File: src/rtl/i2c_pkg.sv
// Shared definitions for the I2C command controller.
//   - FSM state encoding (legacy-compatible localparam constants)
//   - read/write direction encoding
//   - default SCL divider value
//   - command-length legality helper
package i2c_pkg;

    localparam logic [2:0] ST_RST_WAIT = 3'd0;
    localparam logic [2:0] ST_IDLE     = 3'd1;
    localparam logic [2:0] ST_ISSUE    = 3'd2;
    localparam logic [2:0] ST_XFER     = 3'd3;
    localparam logic [2:0] ST_FINISH   = 3'd4;

    localparam logic RW_WRITE = 1'b0;
    localparam logic RW_READ  = 1'b1;

    localparam logic [15:0] DEFAULT_DIVIDER = 16'd124;

    // A command length is usable only if it is non-zero and fits in one FIFO.
    function automatic logic len_is_legal(input logic [7:0] len, input int depth);
        return (len != 8'd0) && (int'(len) <= depth);
    endfunction

endpackage

File: src/rtl/i2c_sync_fifo.sv
// Single-clock FIFO with first-word-fall-through read.
// Ports:
//   i_clk, i_rst_n        clock, async active-low reset (pointers only)
//   i_push, i_data        write side; push when full is ignored unless popping
//   i_pop                 pop the head (ignored when empty)
//   i_drop, i_drop_cnt    discard up to i_drop_cnt entries from the head
//   o_data                current head
//   o_peek                entry behind the head
//   o_full, o_empty       status
//   o_count               occupancy
module i2c_sync_fifo
    import i2c_pkg::*;
#(
    parameter int DATA_WIDTH = 8,
    parameter int FIFO_DEPTH = 16,
    localparam int PTR_W = $clog2(FIFO_DEPTH) + 1
) (
    input  logic                  i_clk,
    input  logic                  i_rst_n,
    input  logic                  i_push,
    input  logic [DATA_WIDTH-1:0] i_data,
    input  logic                  i_pop,
    input  logic                  i_drop,
    input  logic [PTR_W-1:0]      i_drop_cnt,
    output logic [DATA_WIDTH-1:0] o_data,
    output logic [DATA_WIDTH-1:0] o_peek,
    output logic                  o_full,
    output logic                  o_empty,
    output logic [PTR_W-1:0]      o_count
);

    localparam int AW = PTR_W - 1;
    localparam logic [PTR_W-1:0] PTR_ONE = PTR_W'(1);
    localparam logic [AW-1:0]    IDX_ONE = AW'(1);

    logic [DATA_WIDTH-1:0] mem [FIFO_DEPTH];
    logic [PTR_W-1:0]      wr_ptr;
    logic [PTR_W-1:0]      rd_ptr;
    logic [AW-1:0]         wr_idx;
    logic [AW-1:0]         rd_idx;
    logic [AW-1:0]         rd_idx_p1;
    logic [PTR_W-1:0]      drop_n;
    logic                  do_push;
    logic                  do_pop;

    assign wr_idx    = wr_ptr[AW-1:0];
    assign rd_idx    = rd_ptr[AW-1:0];
    assign rd_idx_p1 = rd_idx + IDX_ONE;

    assign o_count = wr_ptr - rd_ptr;
    assign o_full  = (o_count == PTR_W'(FIFO_DEPTH));
    assign o_empty = (o_count == '0);

    assign do_pop  = i_pop && !o_empty;
    // When full, a push is only taken if the head leaves in the same cycle.
    assign do_push = i_push && (!o_full || do_pop);
    assign drop_n  = (i_drop_cnt > o_count) ? o_count : i_drop_cnt;

    assign o_data = mem[rd_idx];
    assign o_peek = mem[rd_idx_p1];

    always_ff @(posedge i_clk) begin
        if (do_push) begin
            mem[wr_idx] <= i_data;
        end
    end

    always_ff @(posedge i_clk or negedge i_rst_n) begin
        if (!i_rst_n) begin
            wr_ptr <= '0;
            rd_ptr <= '0;
        end else begin
            if (do_push) begin
                wr_ptr <= wr_ptr + PTR_ONE;
            end
            if (do_pop) begin
                rd_ptr <= rd_ptr + PTR_ONE;
            end else if (i_drop) begin
                rd_ptr <= rd_ptr + drop_n;
            end
        end
    end

endmodule

File: src/rtl/i2c_cmd_ctrl.sv
// Command-level front end for the byte-level I2C master.
// Accepts one command (rw, addr, len), feeds write bytes from the TX FIFO to
// the master, collects read bytes into the RX FIFO, and reports completion.
// Ports:
//   i_clk, i_rst_n                  clock, async active-low reset
//   i_cfg_divider                   SCL divider, passed straight to o_m_divider
//   i_cmd_* / o_cmd_ready           command handshake
//   i_wr_* / o_wr_ready             TX FIFO push side
//   o_rd_* / i_rd_ready             RX FIFO pop side
//   o_done, o_err                   end-of-command pulse and status
//   o_m_*                           inputs of the byte-level master
//   i_m_*                           outputs of the byte-level master
//
// state     | meaning
// ----------+-----------------------------------------------------------
// RST_WAIT  | wait for the (unreset) master to be idle for 2 cycles
// IDLE      | ready for a command once resources are available
// ISSUE     | enable raised, waiting for the START en_ack
// XFER      | burst in progress, waiting for busy to fall
// FINISH    | one-cycle done/err report, flush unsent TX bytes on error
module i2c_cmd_ctrl
    import i2c_pkg::*;
#(
    parameter int DATA_WIDTH = 8,
    parameter int ADDR_WIDTH = 7,
    parameter int FIFO_DEPTH = 16
) (
    input  logic                  i_clk,
    input  logic                  i_rst_n,
    input  logic [15:0]           i_cfg_divider,
    input  logic                  i_cmd_valid,
    output logic                  o_cmd_ready,
    input  logic                  i_cmd_rw,
    input  logic [ADDR_WIDTH-1:0] i_cmd_addr,
    input  logic [7:0]            i_cmd_len,
    input  logic                  i_wr_valid,
    input  logic [DATA_WIDTH-1:0] i_wr_data,
    output logic                  o_wr_ready,
    output logic                  o_rd_valid,
    output logic [DATA_WIDTH-1:0] o_rd_data,
    input  logic                  i_rd_ready,
    output logic                  o_done,
    output logic                  o_err,
    output logic                  o_m_enable,
    output logic                  o_m_rw,
    output logic [DATA_WIDTH-1:0] o_m_mosi_data,
    output logic [ADDR_WIDTH-1:0] o_m_device_addr,
    output logic [7:0]            o_m_num_byte,
    output logic [15:0]           o_m_divider,
    input  logic                  i_m_en_ack,
    input  logic                  i_m_data_valid,
    input  logic [DATA_WIDTH-1:0] i_m_miso_data,
    input  logic                  i_m_busy
);

    localparam int PTR_W = $clog2(FIFO_DEPTH) + 1;

    logic [2:0]            state;
    logic                  rst_tmr;
    logic                  busy_q;
    logic                  seen_busy;
    logic                  illegal_q;
    logic                  wr_rdy_q;
    logic [7:0]            sent_cnt;
    logic [7:0]            rcv_cnt;

    logic [DATA_WIDTH-1:0] tx_head;
    logic [DATA_WIDTH-1:0] tx_peek;
    logic                  tx_full;
    logic                  tx_empty;
    logic [PTR_W-1:0]      tx_count;
    logic                  tx_push;
    logic                  tx_pop;
    logic                  tx_drop;
    logic [PTR_W-1:0]      tx_drop_cnt;

    logic [DATA_WIDTH-1:0] rx_peek;
    logic                  rx_full;
    logic                  rx_empty;
    logic [PTR_W-1:0]      rx_count;
    logic                  rx_push;
    logic                  rx_pop;

    logic [8:0]            tx_occ;
    logic [8:0]            rx_free;
    logic                  cmd_legal;
    logic                  cmd_fits;
    logic                  cmd_fire;
    logic                  busy_fall;
    logic                  active;
    logic                  wr_ack;
    logic                  wr_last;
    logic                  fin_err;
    logic                  unused_fifo_status;

    assign o_m_divider = i_cfg_divider;

    assign tx_occ    = 9'(tx_count);
    assign rx_free   = 9'(FIFO_DEPTH) - 9'(rx_count);
    assign cmd_legal = len_is_legal(i_cmd_len, FIFO_DEPTH);
    assign cmd_fits  = (i_cmd_rw == RW_READ) ? (rx_free >= {1'b0, i_cmd_len})
                                             : (tx_occ  >= {1'b0, i_cmd_len});

    // Illegal lengths never touch the bus, so they are taken regardless of busy.
    assign o_cmd_ready = (state == ST_IDLE) && (!cmd_legal || (!i_m_busy && cmd_fits));
    assign cmd_fire    = i_cmd_valid && o_cmd_ready;

    assign busy_fall = seen_busy && busy_q && !i_m_busy;
    assign active    = (state == ST_ISSUE) || (state == ST_XFER);
    assign wr_ack    = active && (o_m_rw == RW_WRITE) && i_m_en_ack;
    assign wr_last   = ((sent_cnt + 8'd1) == o_m_num_byte);

    assign o_wr_ready = wr_rdy_q && !tx_full;
    assign tx_push    = i_wr_valid && o_wr_ready;
    assign tx_pop     = wr_ack;

    assign rx_push    = (state == ST_XFER) && (o_m_rw == RW_READ) && i_m_data_valid;
    assign o_rd_valid = !rx_empty;
    assign rx_pop     = i_rd_ready && o_rd_valid;

    assign fin_err = illegal_q ||
                     ((o_m_rw == RW_WRITE) ? (sent_cnt != o_m_num_byte)
                                           : (rcv_cnt  != o_m_num_byte));
    assign o_done  = (state == ST_FINISH);
    assign o_err   = o_done && fin_err;

    // Bytes of a failed write that were never consumed must not leak into
    // the next command.
    assign tx_drop     = o_done && !illegal_q && (o_m_rw == RW_WRITE) &&
                         (sent_cnt < o_m_num_byte);
    assign tx_drop_cnt = PTR_W'(o_m_num_byte - sent_cnt);

    assign unused_fifo_status = ^{tx_empty, rx_peek, rx_full};

    i2c_sync_fifo #(
        .DATA_WIDTH (DATA_WIDTH),
        .FIFO_DEPTH (FIFO_DEPTH)
    ) u_tx_fifo (
        .i_clk      (i_clk),
        .i_rst_n    (i_rst_n),
        .i_push     (tx_push),
        .i_data     (i_wr_data),
        .i_pop      (tx_pop),
        .i_drop     (tx_drop),
        .i_drop_cnt (tx_drop_cnt),
        .o_data     (tx_head),
        .o_peek     (tx_peek),
        .o_full     (tx_full),
        .o_empty    (tx_empty),
        .o_count    (tx_count)
    );

    i2c_sync_fifo #(
        .DATA_WIDTH (DATA_WIDTH),
        .FIFO_DEPTH (FIFO_DEPTH)
    ) u_rx_fifo (
        .i_clk      (i_clk),
        .i_rst_n    (i_rst_n),
        .i_push     (rx_push),
        .i_data     (i_m_miso_data),
        .i_pop      (rx_pop),
        .i_drop     (1'b0),
        .i_drop_cnt ('0),
        .o_data     (o_rd_data),
        .o_peek     (rx_peek),
        .o_full     (rx_full),
        .o_empty    (rx_empty),
        .o_count    (rx_count)
    );

    always_ff @(posedge i_clk or negedge i_rst_n) begin
        if (!i_rst_n) begin
            state           <= ST_RST_WAIT;
            rst_tmr         <= 1'b1;
            busy_q          <= 1'b0;
            seen_busy       <= 1'b0;
            illegal_q       <= 1'b0;
            wr_rdy_q        <= 1'b0;
            sent_cnt        <= 8'd0;
            rcv_cnt         <= 8'd0;
            o_m_enable      <= 1'b0;
            o_m_rw          <= RW_WRITE;
            o_m_mosi_data   <= '0;
            o_m_device_addr <= '0;
            o_m_num_byte    <= 8'd0;
        end else begin
            busy_q   <= i_m_busy;
            wr_rdy_q <= 1'b1;
            case (state)
                ST_RST_WAIT: begin
                    // Down-counter: needs busy low at terminal count to leave.
                    if (i_m_busy) begin
                        rst_tmr <= 1'b1;
                    end else if (rst_tmr == 1'b0) begin
                        state <= ST_IDLE;
                    end else begin
                        rst_tmr <= 1'b0;
                    end
                end
                ST_IDLE: begin
                    if (cmd_fire) begin
                        if (!cmd_legal) begin
                            illegal_q <= 1'b1;
                            state     <= ST_FINISH;
                        end else begin
                            illegal_q       <= 1'b0;
                            o_m_rw          <= i_cmd_rw;
                            o_m_device_addr <= i_cmd_addr;
                            o_m_num_byte    <= i_cmd_len;
                            sent_cnt        <= 8'd0;
                            rcv_cnt         <= 8'd0;
                            seen_busy       <= 1'b0;
                            o_m_enable      <= 1'b1;
                            if (i_cmd_rw == RW_WRITE) begin
                                o_m_mosi_data <= tx_head;
                            end
                            state <= ST_ISSUE;
                        end
                    end
                end
                ST_ISSUE: begin
                    if (i_m_busy) begin
                        seen_busy <= 1'b1;
                    end
                    if (i_m_en_ack) begin
                        state <= ST_XFER;
                        if (o_m_rw == RW_WRITE) begin
                            sent_cnt      <= sent_cnt + 8'd1;
                            o_m_mosi_data <= tx_peek;
                            if (wr_last) begin
                                o_m_enable <= 1'b0;
                            end
                        end else begin
                            o_m_enable <= 1'b0;
                        end
                    end else if (busy_fall) begin
                        o_m_enable <= 1'b0;
                        state      <= ST_FINISH;
                    end
                end
                ST_XFER: begin
                    if (i_m_busy) begin
                        seen_busy <= 1'b1;
                    end
                    if (wr_ack) begin
                        sent_cnt      <= sent_cnt + 8'd1;
                        o_m_mosi_data <= tx_peek;
                        if (wr_last) begin
                            o_m_enable <= 1'b0;
                        end
                    end
                    if (rx_push) begin
                        rcv_cnt <= rcv_cnt + 8'd1;
                    end
                    if (busy_fall) begin
                        o_m_enable <= 1'b0;
                        state      <= ST_FINISH;
                    end
                end
                ST_FINISH: begin
                    state <= ST_IDLE;
                end
                default: begin
                    state <= ST_RST_WAIT;
                end
            endcase
        end
    end

    // Ready gating reserves RX space before a read starts.
    rx_no_overflow: assert property (@(posedge i_clk) disable iff (!i_rst_n)
                                     !(rx_push && rx_full));

endmodule

File: config.mk
export PLATFORM = sky130hd
export DESIGN_NAME = i2c_cmd_ctrl
export DESIGN_NICKNAME = d
export VERILOG_FILES = /design/src/rtl/i2c_pkg.sv /design/src/rtl/i2c_sync_fifo.sv /design/src/rtl/i2c_cmd_ctrl.sv
export SDC_FILE = /design/constraint.sdc
export NUM_CORES = 1
export LEC_CHECK = 0
export BUFFER_PORTS_ARGS = -buffer_cell sky130_fd_sc_hd__buf_2
export CORE_AREA = 2 2 191 193
export CTS_CLUSTER_DIAMETER = 150
export DETAILED_ROUTE_END_ITERATION = 7
export DIE_AREA = 0 0 193 195
export SYNTH_ARGS = -nofsm -noshare
export SYNTH_HDL_FRONTEND = slang
export SYNTH_SLANG_ARGS = --single-unit
File: constraint.sdc
create_clock -name i_clk -period 7.87 [get_ports i_clk]
set_clock_uncertainty 0.2 [all_clocks]
set_input_delay 0.3935 -clock i_clk [delete_from_list [all_inputs] [get_ports i_clk]]
set_output_delay 0.3935 -clock i_clk [all_outputs]
set_load 0.01 [all_outputs]
-- Yosys cells after proc, flatten, opt, wreduce, memory -nomap -nowiden
Memory sizes are Yosys's and may differ from the RTL's.
Index checks and enable logic that the tools add are counted.
- add/subtract/negate cells: 12
- $lt $le $gt $ge: 5
- equal/unequal tests: 21
- multiplexer cells: 46
- bitwise operators: 1
- reduce and logical (&&, ||, !) cells: 50
- operators by type and width (kind ; number):
    8-bit two-way mux ; 12
    8-bit one-hot mux with 3 select lines ; 2
    1-bit logical AND ; 21
    5-bit by 1-bit adder with 5-bit output, second input constant ; 4
    1-bit two-way mux ; 19
    3-bit two-way mux ; 6
    8-bit by 1-bit adder with 8-bit output, second input constant ; 2
    8-bit != test ; 2
    8-bit one-hot mux with 2 select lines ; 1
    5-bit two-way mux ; 3
    3-bit one-hot mux with 5 select lines ; 1
    5-bit subtractor ; 3
    2-bit != test, second input constant ; 7
    5-bit == test, second input constant ; 2
    5-bit zero test ; 2
    9-bit by 8-bit >= comparator with 1-bit output ; 1
    8-bit == test ; 1
    5-bit by 8-bit >= comparator with 1-bit output ; 1
    8-bit by 5-bit less-or-equal comparator with 1-bit output, second input constant ; 1
    8-bit less-than comparator ; 1
    4-bit AND reduction ; 2
    8-bit nonzero test ; 1
    1-bit zero test ; 7
    7-bit AND reduction ; 1
    other kinds (22) ; 32
- register bits: 69
- memory bits (writable): 256
- input bits: 56
- output and inout bits: 54
- word-level logic and storage cells: 154
- memories kept: 2
- memory list (memory ; depth ; width ; read ports ; clocked after memory_dff ; write ports ; RTL line ; RTL):
    u_rx_fifo.mem ; 16 ; 8 ; 1 ; 0 ; 1 ; i2c_sync_fifo.sv:36 ; logic [DATA_WIDTH-1:0] mem [FIFO_DEPTH];
    u_tx_fifo.mem ; 16 ; 8 ; 2 ; 0 ; 1 ; i2c_sync_fifo.sv:36 ;

-- Depth between registers and ports, before layout
- word-level depth: 10
- depth in mapped cells: 23
- mapped depth without buffers: 23

-- Modules after synthesis
From an unflattened synthesis, not the netlist that was laid out.
- cells, all modules: 1259
- area, all modules: 17595.6 sq um
- by module, submodules not included (module ; times used ; cells each ; area an instance (sq um) ; seq. area each (sq um)):
    i2c_sync_fifo at u_rx_fifo ; 1 ; 439 ; 7050.5 ; 4093.9
    i2c_sync_fifo at u_tx_fifo ; 1 ; 439 ; 7041.8 ; 4093.9
    i2c_cmd_ctrl ; 1 ; 381 ; 3503.4 ; 1227.4

-- Worst setup path before layout
OpenSTA, ideal clock, no wires.
- path kind: reg2reg
- from: reg u_tx_fifo.rd_ptr[1]
- to: reg u_tx_fifo.rd_ptr[4]
- library setup time: 0.079 ns
- arrival: 4.531 ns
- required time: 7.591 ns
- slack: 3.060 ns
- stages on the path, launching flop included: 24
- path buffers: 2
- period minus slack after synthesis: 4.810 ns
- path through: dfrtp_1 clkbuf_1 clkbuf_1 inv_1 fa_1 a21o_1 a21oi_1 xnor2_1 inv_1 ha_1 nand2_1 o22ai_1 a21oi_1 mux2i_1 or2_2 ha_1 inv_1 fa_1 inv_1 a21o_1 a21oi_1 nand3b_1 o21ai_0 xor2_1
- word-level cells in the longest chain between the ends: 6
- elaborated cells between the ends (all ways): 11
- those cells by class: add/sub (3); order compare (1); mux (3); reduce/logical (4)
- RTL lines (item ; RTL line ; RTL):
    from (decl) ; i2c_sync_fifo.sv:38 ; logic [PTR_W-1:0] rd_ptr;
    from (signal assigned) ; i2c_sync_fifo.sv:77 ; rd_ptr <= rd_ptr + PTR_ONE;
    from (signal assigned) ; i2c_sync_fifo.sv:79 ; rd_ptr <= rd_ptr + drop_n;
    5-bit subtractor ; i2c_sync_fifo.sv:50 ; assign o_count = wr_ptr - rd_ptr;
    5-bit > comparator ; i2c_sync_fifo.sv:57 ; assign drop_n = (i_drop_cnt > o_count) ? o_count : i_drop_cnt;
    5-bit two-way mux ; i2c_sync_fifo.sv:57 ;
    5-bit adder ; i2c_sync_fifo.sv:79 ;
    5-bit two-way mux ; i2c_sync_fifo.sv:78 ; end else if (i_drop) begin
    5-bit two-way mux ; i2c_sync_fifo.sv:76 ; if (do_pop) begin
Parallel ways exist; a longest one is shown, timed or not. The select of a mux whose other input is x is not followed.
A chain may end at the register's enable or synchronous reset.

-- Worst setup path in the final report
Same ends and word-level chain as after synthesis.

==> out/results.ini <==
[status]
status = finished clean

[sta]
fin_hold_ws_ns = 0.0277
rsz0062_at_grt = no
final-setup-viol-count = 0
slew_violations = 0
finalSetupTns_ns = 0
tightest_slew_ns = 1.19
period_minus_slack_ns = 5.11
timing.fmax_ghz = 0.196
relSlewSlack = 0.202
setup_ws_ns = 2.76
finalCritPeriodShare = 0.649
hold_viol_final = 0

[global_routing]
grt_pass1_vias = 9095
grt_first_pass_wirelength_um = 52900
grtUsageTotal = 0.185
antenna_found_initial = 0
gr-total-overflow = 0
grt_max_degree = 70

[clocking]
cts-resized-gates = 0
clock_latency_ns = 0.52
cts_buffers = 36
clock_path_buffers = 3
post-cts-setup-buffers = 0
hold_buffers = 11
clkSinkCount = 325
cts_tree = built
path_clk_slew_ns = 0.06
h-tree-depth = 2
cts-root-buf = clkbuf_16

[die]
die_w_um = 193
dieArea_um2 = 37600
ios = 110
start_util = 0.446
num_rows = 69
die_height_um = 195
coreArea_um2 = 35400

[detailed_routing]
wl_per_cell_um = 20.9
vias = 8857
drc_errors = 0
detail_route.vias_per_cell = 5.55
ant_nets = 0
routed_wl_um = 33400
drt_iter0_markers = 717
drtPass1Iterations = 6

[power]
total_power_mw = 6.57
cellPowerDensity_nw_per_um2 = 366
peakVddDrop_mv = 0.195
p_leak_nw = 6.68

[setup_path]
critPathCaptureType = register
crit_type = register to register
worst_ep_required_time_ns = 8.12
reg2reg_slack_ns = 2.76
crit_path_start_kind = register
path_max_fanout = 36
cp_data_arrival_time_ns = 5.36

[logic_synthesis]
postSynth.asyncResetShare = 0.212
synth-edff-count = 256
synth_cell_types = 64
synth_cells = 1023
syn_nets = 1141
ys_seq_area_frac = 0.596
synth_area_um2 = 15800
ys_warn_count = 0
yosys_register_bits = 325
avgSynthCellArea_um2 = 15.4
synth_flop_cell = edfxtp_1

[place]
port-buffer-count = 77
hpwl_um = 23100
place.gp.congestion = 0.819
place_ws_ns = 2.75

[cells_and_area]
post-route-util = 0.507
drive_gt1_frac = 0.265
fin_nets = 1224
antennaDiodeCount = 0
syn2layout_area_growth_pct = 13.7

[flow_run]
cap_viol_max_count = 0

[hold_path]
holdCritPathClass = input pin to register

layout by cell type (no fill, tap or decap), drive strengths merged, types with 37 or more instances in the layout:
| cell type | n |
|---|---|
| buf | 89 |
| edfxtp | 256 |
| clkbuf | 47 |
| nor2 | 61 |
| mux4 | 104 |
| a21oi | 37 |
| nand2 | 73 |
| ha | 58 |
| dfrtp | 68 |
| inv | 50 |
metal layers:
metal | part of all wire | up-vias | global-route usage
li1 | - | 4112 | -
met1 | 0.45 | 4500 | 0.257
met2 | 0.49 | 192 | 0.303
met3 | 0.046 | 53 | 0.0300
met4 | 0.022 | 0 | 0.0488
met5 | 0 | - | 0
logic make-up (layout without fill, tap and decap cells):
kind of cell | count (synthesis) | in the layout | share of synthesized area
other | 1 | 1 | 0.000237
muxes | 157 | 157 | 0.184
AOI/OAI and AO/OA | 107 | 107 | 0.0445
xor gates and xnor gates | 52 | 52 | 0.0288
adders and majority gates | 62 | 62 | 0.0510
buffers and inverters | 104 | 215 | 0.0305
and+or+nand+nor | 215 | 215 | 0.0642
DFF | 325 | 325 | 0.596
power by group:
group	leakage [nW]	internal (mW)	switching [mW]	total [mW]
logic	2.90	1.26	1.36	2.62
registers	3.16	1.99	0.172	2.17
clock network	0.627	1.10	0.680	1.78
stage by stage:
step / area, um2 / instances
2_1_floorplan: 15800 / 1023
3_3_place_gp: 16600 / 1517
3_5_place_dp: 16600 / 1517
4_1_cts: 17900 / 1594
5_1_grt: 17900 / 1595
6_report: 17900 / 1595
worst paths after layout:
kind / from / to / depth (start not counted)
setup / recovery: u_tx_fifo.rd_ptr[1]$_DFFE_PN0P_ / u_tx_fifo.rd_ptr[4]$_DFFE_PN0P_ / 22
hold / removal: i_cmd_rw / o_m_rw$_DFFE_PN0P_ / 3
setup reg to reg: u_tx_fifo.rd_ptr[1]$_DFFE_PN0P_ / u_tx_fifo.rd_ptr[4]$_DFFE_PN0P_ / 22
hold reg to reg: u_rx_fifo.wr_ptr[4]$_DFFE_PN0P_ / u_rx_fifo.wr_ptr[4]$_DFFE_PN0P_ / 1
max in group asynchronous: i_rst_n / u_tx_fifo.rd_ptr[0]$_DFFE_PN0P_ / 2
min in group asynchronous: i_rst_n / o_m_num_byte[7]$_DFFE_PN0P_ / 2
critical path, cell delays in order (launching register included):
cell and delay [ns]:
dfrtp_1 0.32, buf_4 0.46, inv_1 0.24, fa_1 0.51, a21o_1 0.19, a21oi_1 0.17, xnor2_1 0.20, inv_1 0.16
ha_1 0.34, nand2_1 0.06, o22ai_1 0.06, a21oi_1 0.49, mux2i_1 0.15, or2_2 0.29, ha_1 0.19, inv_1 0.07
fa_1 0.20, inv_1 0.05, a21o_1 0.17, a21oi_1 0.17, nand3b_1 0.09, o21ai_0 0.11, xor2_1 0.16
cells in the mapped netlist (14+ instances only):
cell | count | area, um2
xnor2_1 | 34 | 298
mux4_2 | 104 | 2340
buf_4 | 16 | 120
nand3_1 | 14 | 70.1
clkbuf_1 | 19 | 71.3
nand2_1 | 72 | 270
mux2_2 | 24 | 270
edfxtp_1 | 256 | 7690
inv_1 | 46 | 173
a21oi_1 | 35 | 175
nor2_1 | 61 | 229
dfrtp_1 | 68 | 1700
xor2_1 | 18 | 158
ha_1 | 58 | 726
mux2i_1 | 27 | 270
o21ai_0 | 21 | 105
area by class of cell:
class | count | area, um2
fillers | 2942 | 17400
flip-flops and latches | 325 | 9420
multi-input cells | 594 | 5910
clock buffers | 46 | 1000
repair buffers | 101 | 596
well taps | 461 | 577
clock inverters | 20 | 267
inverters | 48 | 180
sequential cells by signal, indices dropped and copies added (netlist names), 7 cells and up:
signal / count
u_rx_fifo.mem: 128
o_m_num_byte: 8
sent_cnt: 8
o_m_mosi_data: 8
u_tx_fifo.mem: 128
o_m_device_addr: 7
rcv_cnt: 8
Power figures use the tool's default switching activity.
